<file path="src/rtl/rll_key_sequencer.sv">
`default_nettype none
// ============================================================================
//  Module   : rll_key_sequencer
//  Purpose  : Sequencing controller for a 16-key RLL-locked combinational
//             core. It loads the activation key serially (LSB first) and
//             holds it on the core key inputs. It then runs query
//             transactions: apply a pattern, wait SETTLE cycles, capture
//             the core response and hand it out over a valid/ready port.
//  Ports    : clk, rst (sync, active-high)
//             key_sdi/key_sen/key_commit -> serial key loader
//             key_ready/key_err          <- key status
//             q_valid/q_ready/q_data     -> query handshake
//             core_in/core_key           <- drive the locked core
//             core_out                   -> core response
//             r_valid/r_ready/r_data     <- response handshake
//             busy                       <- FSM not in IDLE
//  Config   : RLL_KEY_PARITY_EN - the loader expects KEY_W+1 bits, and the
//             last bit is even parity over the key.
//  Revision : 1.0 - initial release
// ============================================================================
module rll_key_sequencer #(
    parameter int KEY_W  = 16,
    parameter int IN_W   = 20,
    parameter int OUT_W  = 24,
    parameter int SETTLE = 2
) (
    input  logic             clk,
    input  logic             rst,
    input  logic             key_sdi,
    input  logic             key_sen,
    input  logic             key_commit,
    output logic             key_ready,
    output logic             key_err,
    input  logic             q_valid,
    output logic             q_ready,
    input  logic [IN_W-1:0]  q_data,
    output logic [IN_W-1:0]  core_in,
    output logic [KEY_W-1:0] core_key,
    input  logic [OUT_W-1:0] core_out,
    output logic             r_valid,
    input  logic             r_ready,
    output logic [OUT_W-1:0] r_data,
    output logic             busy
);

`ifdef RLL_KEY_PARITY_EN
    localparam int c_SH_W = KEY_W + 1;
`else
    localparam int c_SH_W = KEY_W;
`endif
    localparam int c_CNT_W  = $clog2(c_SH_W + 1);
    localparam int c_WAIT_W = (SETTLE > 1) ? $clog2(SETTLE) : 1;

    localparam logic [1:0] c_S_IDLE    = 2'd0;
    localparam logic [1:0] c_S_SETTLE  = 2'd1;
    localparam logic [1:0] c_S_CAPTURE = 2'd2;
    localparam logic [1:0] c_S_RESP    = 2'd3;

    logic [1:0]          r_state;
    logic [1:0]          w_state_nxt;
    logic [c_SH_W-1:0]   r_sh;
    logic [c_CNT_W-1:0]  r_bit_cnt;
    logic [c_WAIT_W-1:0] r_wait;
    logic                r_key_ready;
    logic                r_key_err;
    logic [KEY_W-1:0]    r_core_key;
    logic [IN_W-1:0]     r_core_in;
    logic                r_resp_valid;
    logic [OUT_W-1:0]    r_resp_data;

    logic w_q_ready;
    logic w_busy;
    logic w_commit_idle;
    logic w_frame_full;
    logic w_par_ok;

    assign w_commit_idle = key_commit && (r_state == c_S_IDLE);
    assign w_frame_full  = (r_bit_cnt == c_CNT_W'(c_SH_W));

`ifdef RLL_KEY_PARITY_EN
    // The parity bit is shifted in last, so it sits in the MSB of the frame.
    assign w_par_ok = ((^r_sh[KEY_W-1:0]) == r_sh[KEY_W]);
`else
    assign w_par_ok = 1'b1;
`endif

    // Next-state and handshake outputs
    always_comb begin
        w_state_nxt = r_state;
        w_q_ready   = 1'b0;
        w_busy      = 1'b1;
        case (r_state)
            c_S_IDLE: begin
                w_busy    = 1'b0;
                w_q_ready = r_key_ready;
                if (q_valid && r_key_ready) w_state_nxt = c_S_SETTLE;
            end
            c_S_SETTLE: begin
                if (r_wait == '0) w_state_nxt = c_S_CAPTURE;
            end
            c_S_CAPTURE: begin
                w_state_nxt = c_S_RESP;
            end
            default: begin
                if (r_ready) w_state_nxt = c_S_IDLE;
            end
        endcase
    end

    always_ff @(posedge clk) begin
        if (rst) begin
            r_state      <= c_S_IDLE;
            r_sh         <= '0;
            r_bit_cnt    <= '0;
            r_wait       <= '0;
            r_key_ready  <= 1'b0;
            r_key_err    <= 1'b0;
            r_core_key   <= '0;
            r_core_in    <= '0;
            r_resp_valid <= 1'b0;
            r_resp_data  <= '0;
        end else begin
            r_state   <= w_state_nxt;
            r_key_err <= 1'b0;

            if (key_sen) r_sh <= {key_sdi, r_sh[c_SH_W-1:1]};

            if (w_commit_idle && w_frame_full) begin
                // The commit sees the pre-shift frame. A bit shifted in the
                // same cycle starts the next frame, so the count becomes 1.
                if (w_par_ok) begin
                    r_core_key  <= r_sh[KEY_W-1:0];
                    r_key_ready <= 1'b1;
                end else begin
                    r_key_err <= 1'b1;
                end
                r_bit_cnt <= key_sen ? c_CNT_W'(1) : '0;
            end else begin
                if (w_commit_idle) r_key_err <= 1'b1;
                if (key_sen && !w_frame_full) r_bit_cnt <= r_bit_cnt + c_CNT_W'(1);
            end

            case (r_state)
                c_S_IDLE: begin
                    if (q_valid && w_q_ready) begin
                        r_core_in <= q_data;
                        r_wait    <= c_WAIT_W'(SETTLE - 1);
                    end
                end
                c_S_SETTLE: begin
                    if (r_wait != '0) r_wait <= r_wait - c_WAIT_W'(1);
                end
                c_S_CAPTURE: begin
                    r_resp_data  <= core_out;
                    r_resp_valid <= 1'b1;
                end
                default: begin
                    if (r_ready) r_resp_valid <= 1'b0;
                end
            endcase
        end
    end

    assign key_ready = r_key_ready;
    assign key_err   = r_key_err;
    assign q_ready   = w_q_ready;
    assign core_in   = r_core_in;
    assign core_key  = r_core_key;
    assign r_valid   = r_resp_valid;
    assign r_data    = r_resp_data;
    assign busy      = w_busy;

endmodule
`default_nettype wire

</file>
<file path="config.mk">
export PLATFORM = sky130hd
export DESIGN_NAME = rll_key_sequencer
export DESIGN_NICKNAME = d
export VERILOG_FILES = /design/src/rtl/rll_key_sequencer.sv
export SDC_FILE = /design/constraint.sdc
export NUM_CORES = 1
export LEC_CHECK = 0
export ABC_AREA = 1
export BUFFER_PORTS_ARGS = -buffer_cell sky130_fd_sc_hd__buf_2
export CORE_UTILIZATION = 46
export CTS_BUF_LIST = sky130_fd_sc_hd__clkbuf_4 sky130_fd_sc_hd__clkbuf_8
export DETAILED_ROUTE_END_ITERATION = 10
export PLACE_DENSITY = 0.83
export RECOVER_POWER = 50
export SYNTH_ARGS = -nofsm -noshare
export SYNTH_HDL_FRONTEND = slang
export SYNTH_SLANG_ARGS = --single-unit
</file>
<file path="constraint.sdc">
create_clock -name clk -period 1.4 [get_ports clk]
set_input_delay 0.42 -clock clk [delete_from_list [all_inputs] [get_ports clk]]
set_output_delay 0.42 -clock clk [all_outputs]
set_load 0.02 [all_outputs]
</file>
==> impl_metrics.toml <==
[critical_path]
slowest_delay_ns = 0.33
startpoint_type = "register"
cp_num_buf_inv = 3
r2r_slack_ns = -0.16
crit_top_cell = "inv_2"
worstPathArrival_ns = 1.15
crit_chain = "inv_2 > ha_4 > nand2_2 > inv_2 > buf_6"
critPathSlowestCell = "dfxtp_2"
worstSetupEndpointType = "output pin"
required_ns = 0.98
critPathKind = "reg2out"
critPathMaxFanout = 3
timing.rr.end = "core_key[13]"
worstSetupStartpoint = "r_state[1]"
crit_family = "flip-flops"
r2r_start = "r_state[1]"
reg2regPathDepth = 9

[sta]
fin_crit_ns = 1.57
finalHoldViolCount = 0
slew_headroom = 0.676
rsz0062_at_grt = "true"
setup_ws_ns = -0.170
fin_crit_sh = 1.12
finalSetupViolations = 26
max_slew.worst_pin.slew_ns = 0.486
fmax_ghz = 0.637
skew_ns = 0.0134
drv_slew = 0

[die]
rows = 30
start_util = 0.483
dieArea_mm2 = 0.00760
die_w_um = 87.2
core_area_mm2 = 0.00691
io_pins = 116
die_y_um = 87.2

[hold_path]
holdPathEnd = "r_data[16]"
holdPathStages = 3
worstHoldStart = "core_out[16]"
min_path_type = "in2reg"

[synthesis]
netlist.area_leader.share = 0.522
syn-instance-count = 417
synth-async-reset-ratio = 0
synth_cell_type_count = 29
syn-num-nets = 475
ys_ff_latch = 87
syn_avg_cell_area_um2 = 8.00
seq_area_frac_synth = 0.522
synth_ff_type = "dfxtp_1"
synth-edff-count = 0
yosys_warnings = 0
synth_top_area_cell = "dfxtp_1"
netlist_top_cells_area = "dfxtp_1 (52%), nor2_1 (9.9%), o21ai_0 (6.3%)"
syn_area_mm2 = 0.00334

[cells_and_area]
drive_above_1_share = 0.368
multi_input_area_mm2 = 0.00144
areaGrowthSynthToFinish_pct = 38.7
fillers = 564
layout.nets = 608
final_cell_area_mm2 = 0.00463
fin_cells = 651
n_antenna_cell = 0
seq_area_mm2 = 0.00175

[drt]
wl_um = 8760
ant_nets = 0
wl_per_cell_um = 13.5
via_count = 3281
drtPass1Iterations = 4
drc = 0
drtIter0Drc = 227
avgViaCountPerCell = 5.04

[placement]
dpl.hpwl_um = 5300
dp.cells = 620
postPlaceCellArea_mm2 = 0.00405
io_buffer_count = 115
place_congestion = 0.829

[flow_run]
cap_viol_max_count = 0

[clock_tree]
clk_latency_ns = 0.36
tritoncts = "yes"
cts_buffers = 9
numClockSinks = 87
htreeDepth = 3
ctsHoldBuffers = 0
cts_buffer_depth = 2
cts-root-buf = "clkbuf_8"
path_clk_slew_ns = 0.09

[global_route]
grt_max_degree = 36
grt_first_pass_wirelength_um = 13700
grt_usage = 0.232
antenna_found_initial = 0
gr-total-overflow = 0
grt_pass1_vias = 3049

[power_and_ir_drop]
p_per_area_mw_per_mm2 = 1210
p_leak_nw = 2.12
peakVddDrop_mv = 0.753
finalPower_mw = 5.59

[outcome]
outcome = "finished, violations left"
failed_checks = "setup timing"
state kept, by name, indices dropped and copies added, names as in the netlist:
signal     cells
r_state        2
r_sh          16
core_key      16
r_valid        1
r_data        24
key_ready      1
core_in       20
r_wait         1
r_bit_cnt      5
key_err        1
worst max path at each step:
stage                  end  slack, ns  cells after the start
2_1_floorplan      q_ready       0.04                      5
3_3_place_gp   core_key[2]       0.02                      8
3_5_place_dp   core_key[9]      -0.09                      8
4_1_cts            q_ready      -0.17                      5
5_1_grt            q_ready      -0.21                      5
6_report           q_ready      -0.17                      5
cells in the mapped netlist, types with 2 or more instances:
cell type  number
nand3_1        24
o21ai_1        14
nand2_2         2
dfxtp_1        87
inv_2           3
o21ai_2         3
o21ai_0        42
ha_1            7
a21oi_2         2
buf_6           5
inv_1          29
a21oi_1        41
buf_2           8
nor2_1         88
nand2_1        38
nand4_1         3
clkbuf_1        9
kinds of logic after synthesis:
group / Yosys count / synth area share
and+or+nand+nor: 162 / 0.208
xor gates and xnor gates: 1 / 0.00263
buffers and inverters: 57 / 0.0806
DFF: 87 / 0.522
adders and majority gates: 7 / 0.0262
AOI/OAI and AO/OA: 103 / 0.161
tightest hold or removal path, cell delays in order:
cell and delay, ns:
buf_2 0.08, nor2_1 0.03, nor2_1 0.08
layer usage:
layer,wire length (um),vias up,global-route usage
li1,-,1615,-
met1,3640,1517,0.291
met2,4350,131,0.375
met3,610,18,0.0588
met4,152,0,0.106
met5,0,-,0
area by class of cell:
| cell class | instances | area share |
|---|---|---|
| flip-flops and latches | 87 | 0.377 |
| multi-input cells | 273 | 0.311 |
| repair buffers | 147 | 0.210 |
| clock buffers | 12 | 0.0330 |
| inverters | 32 | 0.0260 |
| well taps | 96 | 0.0260 |
| clock inverters | 4 | 0.0168 |
placed cells by master (no fill, tap or decap), types with 18 or more instances in the layout:
master    count
nor2_1       88
dfxtp_1      83
buf_2        68
clkbuf_2     38
nand2_1      35
a21oi_1      33
o21ai_0      29
inv_1        23
nand3_1      23
o21ai_1      20
buf_4        18
per-stage QoR:
| step | util | TNS [ns] | hold slack (ns) | worst slack [ns] |
|---|---|---|---|---|
| floorplan | - | 0 | 0.421 | 0.0429 |
| global placement | 0.586 | 0 | 0.428 | 0.0241 |
| detailed placement | 0.586 | -0.509 | 0.433 | -0.0867 |
| CTS | 0.660 | -1.50 | 0.274 | -0.168 |
| global route | 0.670 | -4.71 | 0.289 | -0.209 |
| finish | 0.670 | -2.05 | 0.284 | -0.170 |
power breakdown:
group / internal [mW] / switching, mW / leakage (nW) / total [mW]
sequential: 2.58 / 0.0692 / 0.707 / 2.65
clock: 1.10 / 0.895 / 0.118 / 2.00
combinational: 0.409 / 0.528 / 1.29 / 0.937
timing repair:
item / 4_1_cts / 5_1_grt
endpoints found under the setup margin: 21 / 50
pin swaps: 2 / 6
setup buffers: 10 / 1
gates cloned: 3 / 1
resized for setup: 39 / 24
endpoints found under the hold margin: 0 / 0
Note: power is estimated with default switching activity, not from simulation.
